<file path="config.mk">
export PLATFORM = sky130hd
export DESIGN_NAME = ifu_fetch
export DESIGN_NICKNAME = d
export VERILOG_FILES = /design/src/rtl/ifu_fetch.sv
export SDC_FILE = /design/constraint.sdc
export NUM_CORES = 1
export LEC_CHECK = 0
export ABC_AREA = 1
export CAP_MARGIN = 30
export CORE_UTILIZATION = 38
export CTS_CLUSTER_SIZE = 12
export DETAILED_ROUTE_END_ITERATION = 7
export PLACE_DENSITY_LB_ADDON = 0.25
export SYNTH_ARGS = -nofsm -noshare
export SYNTH_HDL_FRONTEND = slang
export SYNTH_SLANG_ARGS = --single-unit
</file>
<file path="constraint.sdc">
create_clock -name clk -period 2.6 [get_ports clk]
set_input_delay 0.39 -clock clk [delete_from_list [all_inputs] [get_ports clk]]
set_output_delay 0.39 -clock clk [all_outputs]
set_load 0.01 [all_outputs]
</file>
<file path="src/rtl/ifu_fetch.sv">
// Instruction fetch stage: PC, single-outstanding imem request, decode hand-off, redirect/flush.
// Optional IFU_PERF_CNT_EN adds perf_fetch_cnt / perf_flush_cnt outputs.
module ifu_fetch #(
  parameter logic [31:0] RESET_PC = 32'h8000_0000,
  parameter logic [31:0] PC_STEP  = 32'd4
) (
  input  logic        clk,
  input  logic        rst_n,
  output logic        imem_req_valid,
  input  logic        imem_req_ready,
  output logic [31:0] imem_addr,
  input  logic        imem_rsp_valid,
  input  logic [31:0] imem_rsp_data,
  output logic        inst_valid,
  input  logic        inst_ready,
  output logic [31:0] inst,
  output logic [31:0] inst_pc,
  input  logic        redirect_valid,
  input  logic [31:0] redirect_pc
`ifdef IFU_PERF_CNT_EN
  ,
  output logic [31:0] perf_fetch_cnt,
  output logic [31:0] perf_flush_cnt
`endif
);

  typedef enum logic [1:0] {S_REQ, S_WAIT, S_HOLD} state_t;

  state_t      state_q, state_d;
  logic [31:0] pc_q, pc_d;
  logic [31:0] inst_q, inst_pc_q;
  logic        flush_q, flush_d;
  logic        latch;
  logic        discard;
  logic        drop;
  logic [31:0] redirect_tgt;

  assign redirect_tgt   = {redirect_pc[31:2], 2'b00};
  assign imem_req_valid = rst_n && (state_q == S_REQ);
  assign imem_addr      = pc_q;
  assign inst_valid     = (state_q == S_HOLD);
  assign inst           = inst_q;
  assign inst_pc        = inst_pc_q;

  always_comb begin
    state_d = state_q;
    pc_d    = pc_q;
    flush_d = flush_q;
    latch   = 1'b0;
    discard = 1'b0;
    drop    = 1'b0;
    case (state_q)
      S_REQ: begin
        if (redirect_valid) pc_d = redirect_tgt;
        // A request accepted alongside a redirect carries the old pc and must be flushed.
        if (imem_req_ready) begin
          state_d = S_WAIT;
          flush_d = redirect_valid;
        end
      end
      S_WAIT: begin
        if (imem_rsp_valid) begin
          if (flush_q || redirect_valid) begin
            discard = 1'b1;
            flush_d = 1'b0;
            state_d = S_REQ;
            if (redirect_valid) pc_d = redirect_tgt;
          end else begin
            latch   = 1'b1;
            state_d = S_HOLD;
          end
        end else if (redirect_valid) begin
          pc_d    = redirect_tgt;
          flush_d = 1'b1;
        end
      end
      S_HOLD: begin
        if (redirect_valid) begin
          pc_d    = redirect_tgt;
          state_d = S_REQ;
          drop    = !inst_ready;
        end else if (inst_ready) begin
          pc_d    = pc_q + PC_STEP;
          state_d = S_REQ;
        end
      end
      default: state_d = S_REQ;
    endcase
  end

  always_ff @(posedge clk or negedge rst_n) begin
    if (!rst_n) begin
      state_q   <= S_REQ;
      pc_q      <= RESET_PC;
      flush_q   <= 1'b0;
      inst_q    <= '0;
      inst_pc_q <= '0;
    end else begin
      state_q <= state_d;
      pc_q    <= pc_d;
      flush_q <= flush_d;
      if (latch) begin
        inst_q    <= imem_rsp_data;
        inst_pc_q <= pc_q;
      end
    end
  end

`ifdef IFU_PERF_CNT_EN
  always_ff @(posedge clk or negedge rst_n) begin
    if (!rst_n) begin
      perf_fetch_cnt <= '0;
      perf_flush_cnt <= '0;
    end else begin
      if (state_q == S_HOLD && inst_ready) perf_fetch_cnt <= perf_fetch_cnt + 32'd1;
      if (discard || drop) perf_flush_cnt <= perf_flush_cnt + 32'd1;
    end
  end
`endif

endmodule

</file>
Word-level counts from Yosys, hierarchy flattened

Cells that the tools add are included.

Register bits after elaboration: 99
Input bits: 70
Output and inout bits: 98
Word-level logic and storage cells: 41

Add/subtract/negate cells: 1
Equal/unequal tests: 7
Mux-type cells: 20
Reductions and logical operators: 8

Operator list:

| cell                  | count |
|---|---|
| $mux 32               | 5 |
| $pmux 32 s3           | 1 |
| $add 32x3->32 const B | 1 |
| $mux 2                | 5 |
| $mux 1                | 7 |
| $ne 3x3->1 const B    | 2 |
| $pmux 2 s3            | 1 |
| $reduce_and 3->1      | 2 |
| $ne 2x2->1 const B    | 2 |
| $reduce_and 4->1      | 1 |
| $ne 3x1->1 const B    | 1 |
| $reduce_bool 3->1     | 1 |
| $eq 2x1->1 const B    | 1 |
| $eq 2x2->1 const B    | 1 |
| $logic_not 2->1       | 1 |
| $pmux 1 s2            | 1 |
| $reduce_bool 2->1     | 1 |
| $logic_and 1x1->1     | 1 |
| $logic_or 1x1->1      | 1 |

Longest topological paths before layout

Gate-level depths: netlist of the first run.

Depth after elaboration: 4
Depth in mapped cells: 11
Depth with buffers taken out: 10

Least setup slack after synthesis of the first run

No wires, ideal clock.

Kind: register to register
Start: register pc_q[3] (netlist: imem_addr[3])
End: register pc_q[14] (netlist: imem_addr[14])
Library setup time: 0.113 ns
Arrival time: 1.446 ns
Data required time: 2.487 ns
Slack: 1.041 ns
Cell stages (with the launch flop): 11
Path buffers: 0
Clock period less this slack: 1.559 ns
Cells stage by stage: dfrtp_1 > ha_1 > inv_1 > nor2_1 > nand2_1 > nor2_1 > nand3_1 > o21ai_0 > nand2_1 > nand2_1 > inv_1

Cells in the longest elaborated chain, start to end: 4

Ends and longest elaborated chain:

| element                | line | RTL |
|---|---|---|
| from (decl)            | 30   | `logic [31:0] pc_q, pc_d;` |
| from (signal assigned) | 100  | `pc_q <= pc_d;` |
| $add 32x3->32          | 83   | `pc_d = pc_q + PC_STEP;` |
| $mux 32                | 82   | `end else if (inst_ready) begin` |
| $mux 32                | 78   | `if (redirect_valid) begin` |
| $pmux 32 s3            | 52   | `case (state_q)` |

No other way between the ends. The select of a mux whose other input is x is not followed.
A chain may end at the register's enable or synchronous reset.

Worst setup path in the final report of the first run

Start: input port rst_n
End: output port imem_req_valid

Cells in the longest elaborated chain, start to end: 1

Ends and longest elaborated chain:

| element           | line | RTL |
|---|---|---|
| from (decl)       | 8    | `input logic rst_n,` |
| $logic_and 1x1->1 | 39   | `assign imem_req_valid = rst_n && (state_q == S_REQ);` |
| to (decl)         | 9    | `output logic imem_req_valid,` |

No other way between the ends.

==> impl_metrics.yaml, run 1 <==
placement:
  routabilityCongestion: 0.953
  dp_cells: 891
  hpwlAfterDp_um: 10600
  numPortBuffers: 161
global_routing:
  gr-total-overflow: 0
  grt_pass1_wl_um: 22200
  grt_antenna_before_repair: 0
  grt_pass1_vias: 4257
  grt_max_degree: 56
  grtUsageTotal_pct: 22.3
clocking:
  cts.path.max_buffers: 2
  clk_pin_slew_ns: 0.06
  cts-root-buf: "clkbuf_16"
  clkLatencyLatePin_ns: 0.35
  cts_tree: "built"
  cts_max_level: 3
  holdBufCountCts: 1
  numCtsBuffers: 9
  post_cts_buffers: 0
  cts_sinks: 95
  ctsResizeCount: 0
cells_and_area:
  area_growth_pct: 42.9
  instances_no_fill: 908
  antenna_cells: 0
  nNetsFinal: 806
  final_layout_size_suffix_gt1_share_pct: 9.59
  n_fill_cell: 1125
route:
  viasPerCell: 4.91
  vias: 4460
  drc: 0
  drt_pass1_iterations: 6
  routed_wl_um: 13900
  ant_nets: 0
  drt_iter0_markers: 286
  wl_per_cell_um: 15.3
setup_path:
  worst_r2r_path_depth: 10
  crit_type: "input port to output pin"
  crit_path_start_kind: "input port"
  required_ns: 2.21
  crit_path_max_fanout: 7
  end_kind: "output pin"
  arrival_ns: 1.79
power_and_ir_drop:
  p_sw_share_pct: 35.2
  p_switching_uw: 2460
  ir_drop_mv: 0.406
  p_leak_uw: 0.00300
  p_seq_share_pct: 37.4
  power_density_nw_per_um2: 1020
  internal-power_uw: 4520
  p_clk_share_pct: 18.8
  p_comb_share_pct: 43.8
flow_run:
  max-cap-violations: 0
sta:
  grt_setup_unrepaired: "no"
  fmax_ghz: 0.460
  report.final.slew_viol_count: 0
  skew_ns: 0.00819
  setup_tns_ns: 0
  period_needed_ns: 2.18
  worst_pin_slew_ns: 0.695
  slew_headroom_pct: 53.7
  setup_viol: 0
  period_share_pct: 83.7
  hold_violations: 0
  whs_ns: 0.391
synthesis:
  synth_top_family_by_area: "simple AND/OR/NAND/NOR gates"
  yosysWarnings: 0
  synth_fa_ha_area_share_pct: 0.261
  avgSynthCellArea_um2: 8.32
  synth_compound_area_share_pct: 10.1
  netlist_area_um2: 4800
  synth-simple-area-share_pct: 24.2
  synthMuxAreaShare_pct: 7.97
  ys_seq_elements: 95
  synth_seq_area_share_pct: 49.5
  synth.distinct_cells: 30
  synthCells: 577
  synthXorXnorAreaFrac_pct: 0.547
floorplanning:
  die-area_um2: 13100
  fp.dieW_um: 114
  coreArea_um2: 12200
  num_io_pins: 168
  die_h_um: 114
  initial_core_util_pct: 39.5
  row_count: 40
run_status:
  status: "complete, no violations"
min_path:
  hold_class: "input port to async pin"
## state kept, by name (all words and copies together), names as in the netlist
signal and flops:
flush_q 1, state_q 2, inst_pc 30, imem_addr 30
inst 32
## final cells by class
cell class	count	area, um2	area share (%)
tap	168	210	3.06
timing repair buffer	170	1700	24.8
sequential	95	2380	34.7
clock buffer	13	270	3.94
multi-input combinational	412	2100	30.6
inverter	47	176	2.57
clock inverter	3	25.0	0.365
## cell families after synthesis
group | after synthesis
multiplexers | 34
buffers and inverters | 73
flip-flops | 95
XOR/XNOR | 3
other | 1
AO/OA/AOI/OAI | 83
AND/OR/NAND/NOR | 287
adder cells (fa/ha/maj) | 1
## Yosys cell counts (all sizes together)
| library cell | number | share of area (%) |
|---|---|---|
| dfstp | 1 | 0.55 |
| xor2 | 3 | 0.55 |
| clkinv | 1 | 0.078 |
| o21a | 17 | 2.7 |
| nand3 | 41 | 4.3 |
| nand2 | 181 | 14 |
| conb | 1 | 0.078 |
| clkbuf | 6 | 0.47 |
| a22oi | 4 | 0.83 |
| dfrtp | 94 | 49 |
| nor2 | 57 | 4.7 |
| a31oi | 1 | 0.13 |
| or2 | 4 | 0.52 |
| ha | 1 | 0.26 |
| mux2 | 34 | 8.0 |
| o22ai | 2 | 0.26 |
| o211ai | 1 | 0.16 |
| a21oi | 5 | 0.52 |
| buf | 20 | 3.1 |
| o21ai | 53 | 5.5 |
| inv | 46 | 3.6 |
| nand4 | 4 | 0.52 |
## routing by layer
metal	global-route usage, %	up-vias	share of wire [%]
li1	-	2174	-
met1	29.2	2079	45
met2	36.9	183	47
met3	4.39	24	6.2
met4	7.71	0	2.1
met5	0	-	0
## per-stage QoR
step	total power, uW	util (%)	setup WS (ns)	instance area, um2
after detailed placement	5700	53.9	0.497	6560
after CTS	7040	56.4	0.378	6860
after global placement	5630	53.9	0.500	6560
after global routing	7460	56.4	0.356	6860
final	6980	56.4	0.424	6860
after floorplan	3950	-	1.04	4810
## worst paths after layout
check / slack [ns] / startpoint / end
setup reg to reg: 0.60 / imem_addr[3] / imem_addr[26]
hold / removal: 0.39 / rst_n / inst[7]
setup / recovery: 0.42 / rst_n / imem_req_valid
min in group clk: 0.48 / inst_pc[5] / inst_pc[5]
hold reg to reg: 0.48 / inst_pc[5] / inst_pc[5]
max in group asynchronous: 0.82 / rst_n / imem_addr[13]
## critical path, stage by stage
cell and delay, ns:
dlygate4sd3_1 0.53, buf_4 0.16, inv_1 0.07, nor2_1 0.10, clkdlybuf4s50_1 0.54
## power by group through the flow
stage               logic [uW]  clock network, uW  registers (uW)
floorplan                 1120                  0            2830
global placement          3020                  0            2600
detailed placement        3070                  0            2630
CTS                       3080               1350            2610
global route              3350               1410            2700
finish                    3060               1310            2610
## placed cells by master, fill, tap and decap left out, drive strengths merged
cell type / count
o21ai: 53
clkbuf: 13
o22ai: 2
clkinvlp: 1
ha: 1
clkinv: 2
inv: 47
dfstp: 1
o211ai: 1
dfrtp: 94
conb: 4
nand3: 41
xor2: 3
a31oi: 1
buf: 9
a21oi: 5
mux2: 34
o21a: 17
clkdlybuf4s50: 160
a22oi: 4
or2: 4
nand4: 4
nand2: 181
dlygate4sd3: 1
nor2: 57
No activity file was read; power rests on OpenSTA's default activity.
==> run 2: changes to the inputs <==
==> constraint.sdc (replaced) <==
create_clock -name clk -period 2.1 [get_ports clk]
set_input_delay 0.315 -clock clk [delete_from_list [all_inputs] [get_ports clk]]
set_output_delay 0.315 -clock clk [all_outputs]
set_load 0.01 [all_outputs]
==> run 2 against run 1 <==
  * Combinational power rose by 25%
  * Utilization rose by 0.44 points
  * Sequential share of layout area decreased by 0.27 points
  * Largest power group unchanged
==> impl_metrics.yaml, run 2 (same netlist as run 1, synthesis figures left out) <==
clocking:
  cts_sinks: 95
  numCtsBuffers: 9
  cts-root-buf: "clkbuf_16"
  cts.path.max_buffers: 2
  clk_pin_slew_ns: 0.07
  cts_tree: "built"
  cts_max_level: 3
  ctsResizeCount: 0
  clkLatencyLatePin_ns: 0.34
  post_cts_buffers: 0
  holdBufCountCts: 0
floorplanning:
  fp.dieW_um: 114
  initial_core_util_pct: 39.5
  die-area_um2: 13100
  num_io_pins: 168
  die_h_um: 114
  row_count: 40
  coreArea_um2: 12200
route:
  viasPerCell: 4.81
  wl_per_cell_um: 15.0
  routed_wl_um: 13700
  drc: 0
  drt_iter0_markers: 225
  vias: 4392
  ant_nets: 0
  drt_pass1_iterations: 5
cells_and_area:
  layout_commonest_cell: "nand2_1"
  instances_no_fill: 913
  largest_reg_flops: 32
  final_layout_size_suffix_gt1_share_pct: 10.2
  final_cell_mix: "nand2_1, clkdlybuf4s50_1, dfrtp_1"
  area_growth_pct: 44.0
  nNetsFinal: 811
  antenna_cells: 0
global_routing:
  grt_max_degree: 96
  grt_pass1_vias: 4325
  gr-total-overflow: 0
  grt_pass1_wl_um: 21900
  grt_antenna_before_repair: 0
  grtUsageTotal_pct: 21.8
setup_path:
  end_kind: "output pin"
  worst_r2r_path_depth: 10
  crit_type: "flip-flop to output pin"
  startpoint: "state_q[1]"
  reg2reg_from: "imem_addr[3]"
  crit_path_start_kind: "flip-flop"
  arrival_ns: 1.58
  crit_path_max_fanout: 5
  endpoint: "imem_req_valid"
  r2r_end: "imem_addr[20]"
  required_ns: 1.78
  rrSetupSlack_ns: 0.39
min_path:
  hold_class: "input port to async pin"
placement:
  numPortBuffers: 161
  hpwlAfterDp_um: 10500
  routabilityCongestion: 0.931
  dp_cells: 897
sta:
  fmax_ghz: 0.529
  period_needed_ns: 1.89
  slew_headroom_pct: 65.8
  worst_pin_slew_ns: 0.513
  hold_violations: 0
  period_share_pct: 90.1
  skew_ns: 0.00403
  grt_setup_unrepaired: "no"
  setup_tns_ns: 0
  report.final.slew_viol_count: 0
  setup_viol: 0
power_and_ir_drop:
  power_density_nw_per_um2: 1240
  ir_drop_mv: 0.419
  p_leak_uw: 0.00303
run_status:
  status: "complete, no violations"
flow_run:
  max-cap-violations: 0
==> run 2: metrics by stage <==
step / total power [uW] / area, um2 / hold slack, ns / utilization, % / setup WS [ns]
final: 8600 / 6920 / 0.0382 / 56.9 / 0.208
after detailed placement: 7120 / 6640 / 0.459 / 54.6 / 0.163
after floorplan: 4890 / 4810 / 0.0194 / - / 0.541
after CTS: 8680 / 6920 / 0.0950 / 56.9 / 0.192
after global routing: 9190 / 6920 / 0.0836 / 56.9 / 0.150
after global placement: 7030 / 6640 / 0.453 / 54.6 / 0.229
==> run 2: power by group <==
part,leakage (uW),internal (uW),switching [uW]
sequential,0.00115,2610,617
clock,0.000133,841,694
combinational,0.00174,2130,1710
==> run 2: worst min-delay path by stage <==
stage / to / slack [ns] / start / cells past startpoint
2_1_floorplan: flush_q / 0.02 / rst_n / 0
3_3_place_gp: inst[5] / 0.45 / rst_n / 2
3_5_place_dp: inst[2] / 0.46 / rst_n / 2
4_1_cts: inst[1] / 0.09 / rst_n / 2
5_1_grt: inst[9] / 0.08 / rst_n / 2
6_report: inst[29] / 0.04 / rst_n / 2
==> run 2: layout make-up <==
cell class                      count  area [um2]
Clock inverter                      4        30.0
Clock buffer                       12         246
Fill cell                        1138        5250
Multi-Input combinational cell    412        2100
Inverter                           47         176
Sequential cell                    95        2380
Timing Repair Buffer              175        1780
Tap cell                          168         210
==> run 2: worst max-delay path: stages (launching register included) <==
cell             delay, ns
dfrtp_1               0.43
nor2_1                0.12
inv_1                 0.07
nor2_1                0.09
clkdlybuf4s50_1       0.54
==> run 2: per-layer routing <==
| metal | routed length (um) | vias to the layer above | track usage [%] | share of wire [%] |
|---|---|---|---|---|
| met5 | 0 | - | 0 | 0 |
| met4 | 208 | 0 | 7.88 | 1.5 |
| met3 | 731 | 16 | 3.44 | 5.3 |
| met2 | 6460 | 145 | 37.0 | 47 |
| met1 | 6300 | 2041 | 28.0 | 46 |
| li1 | - | 2190 | - | - |
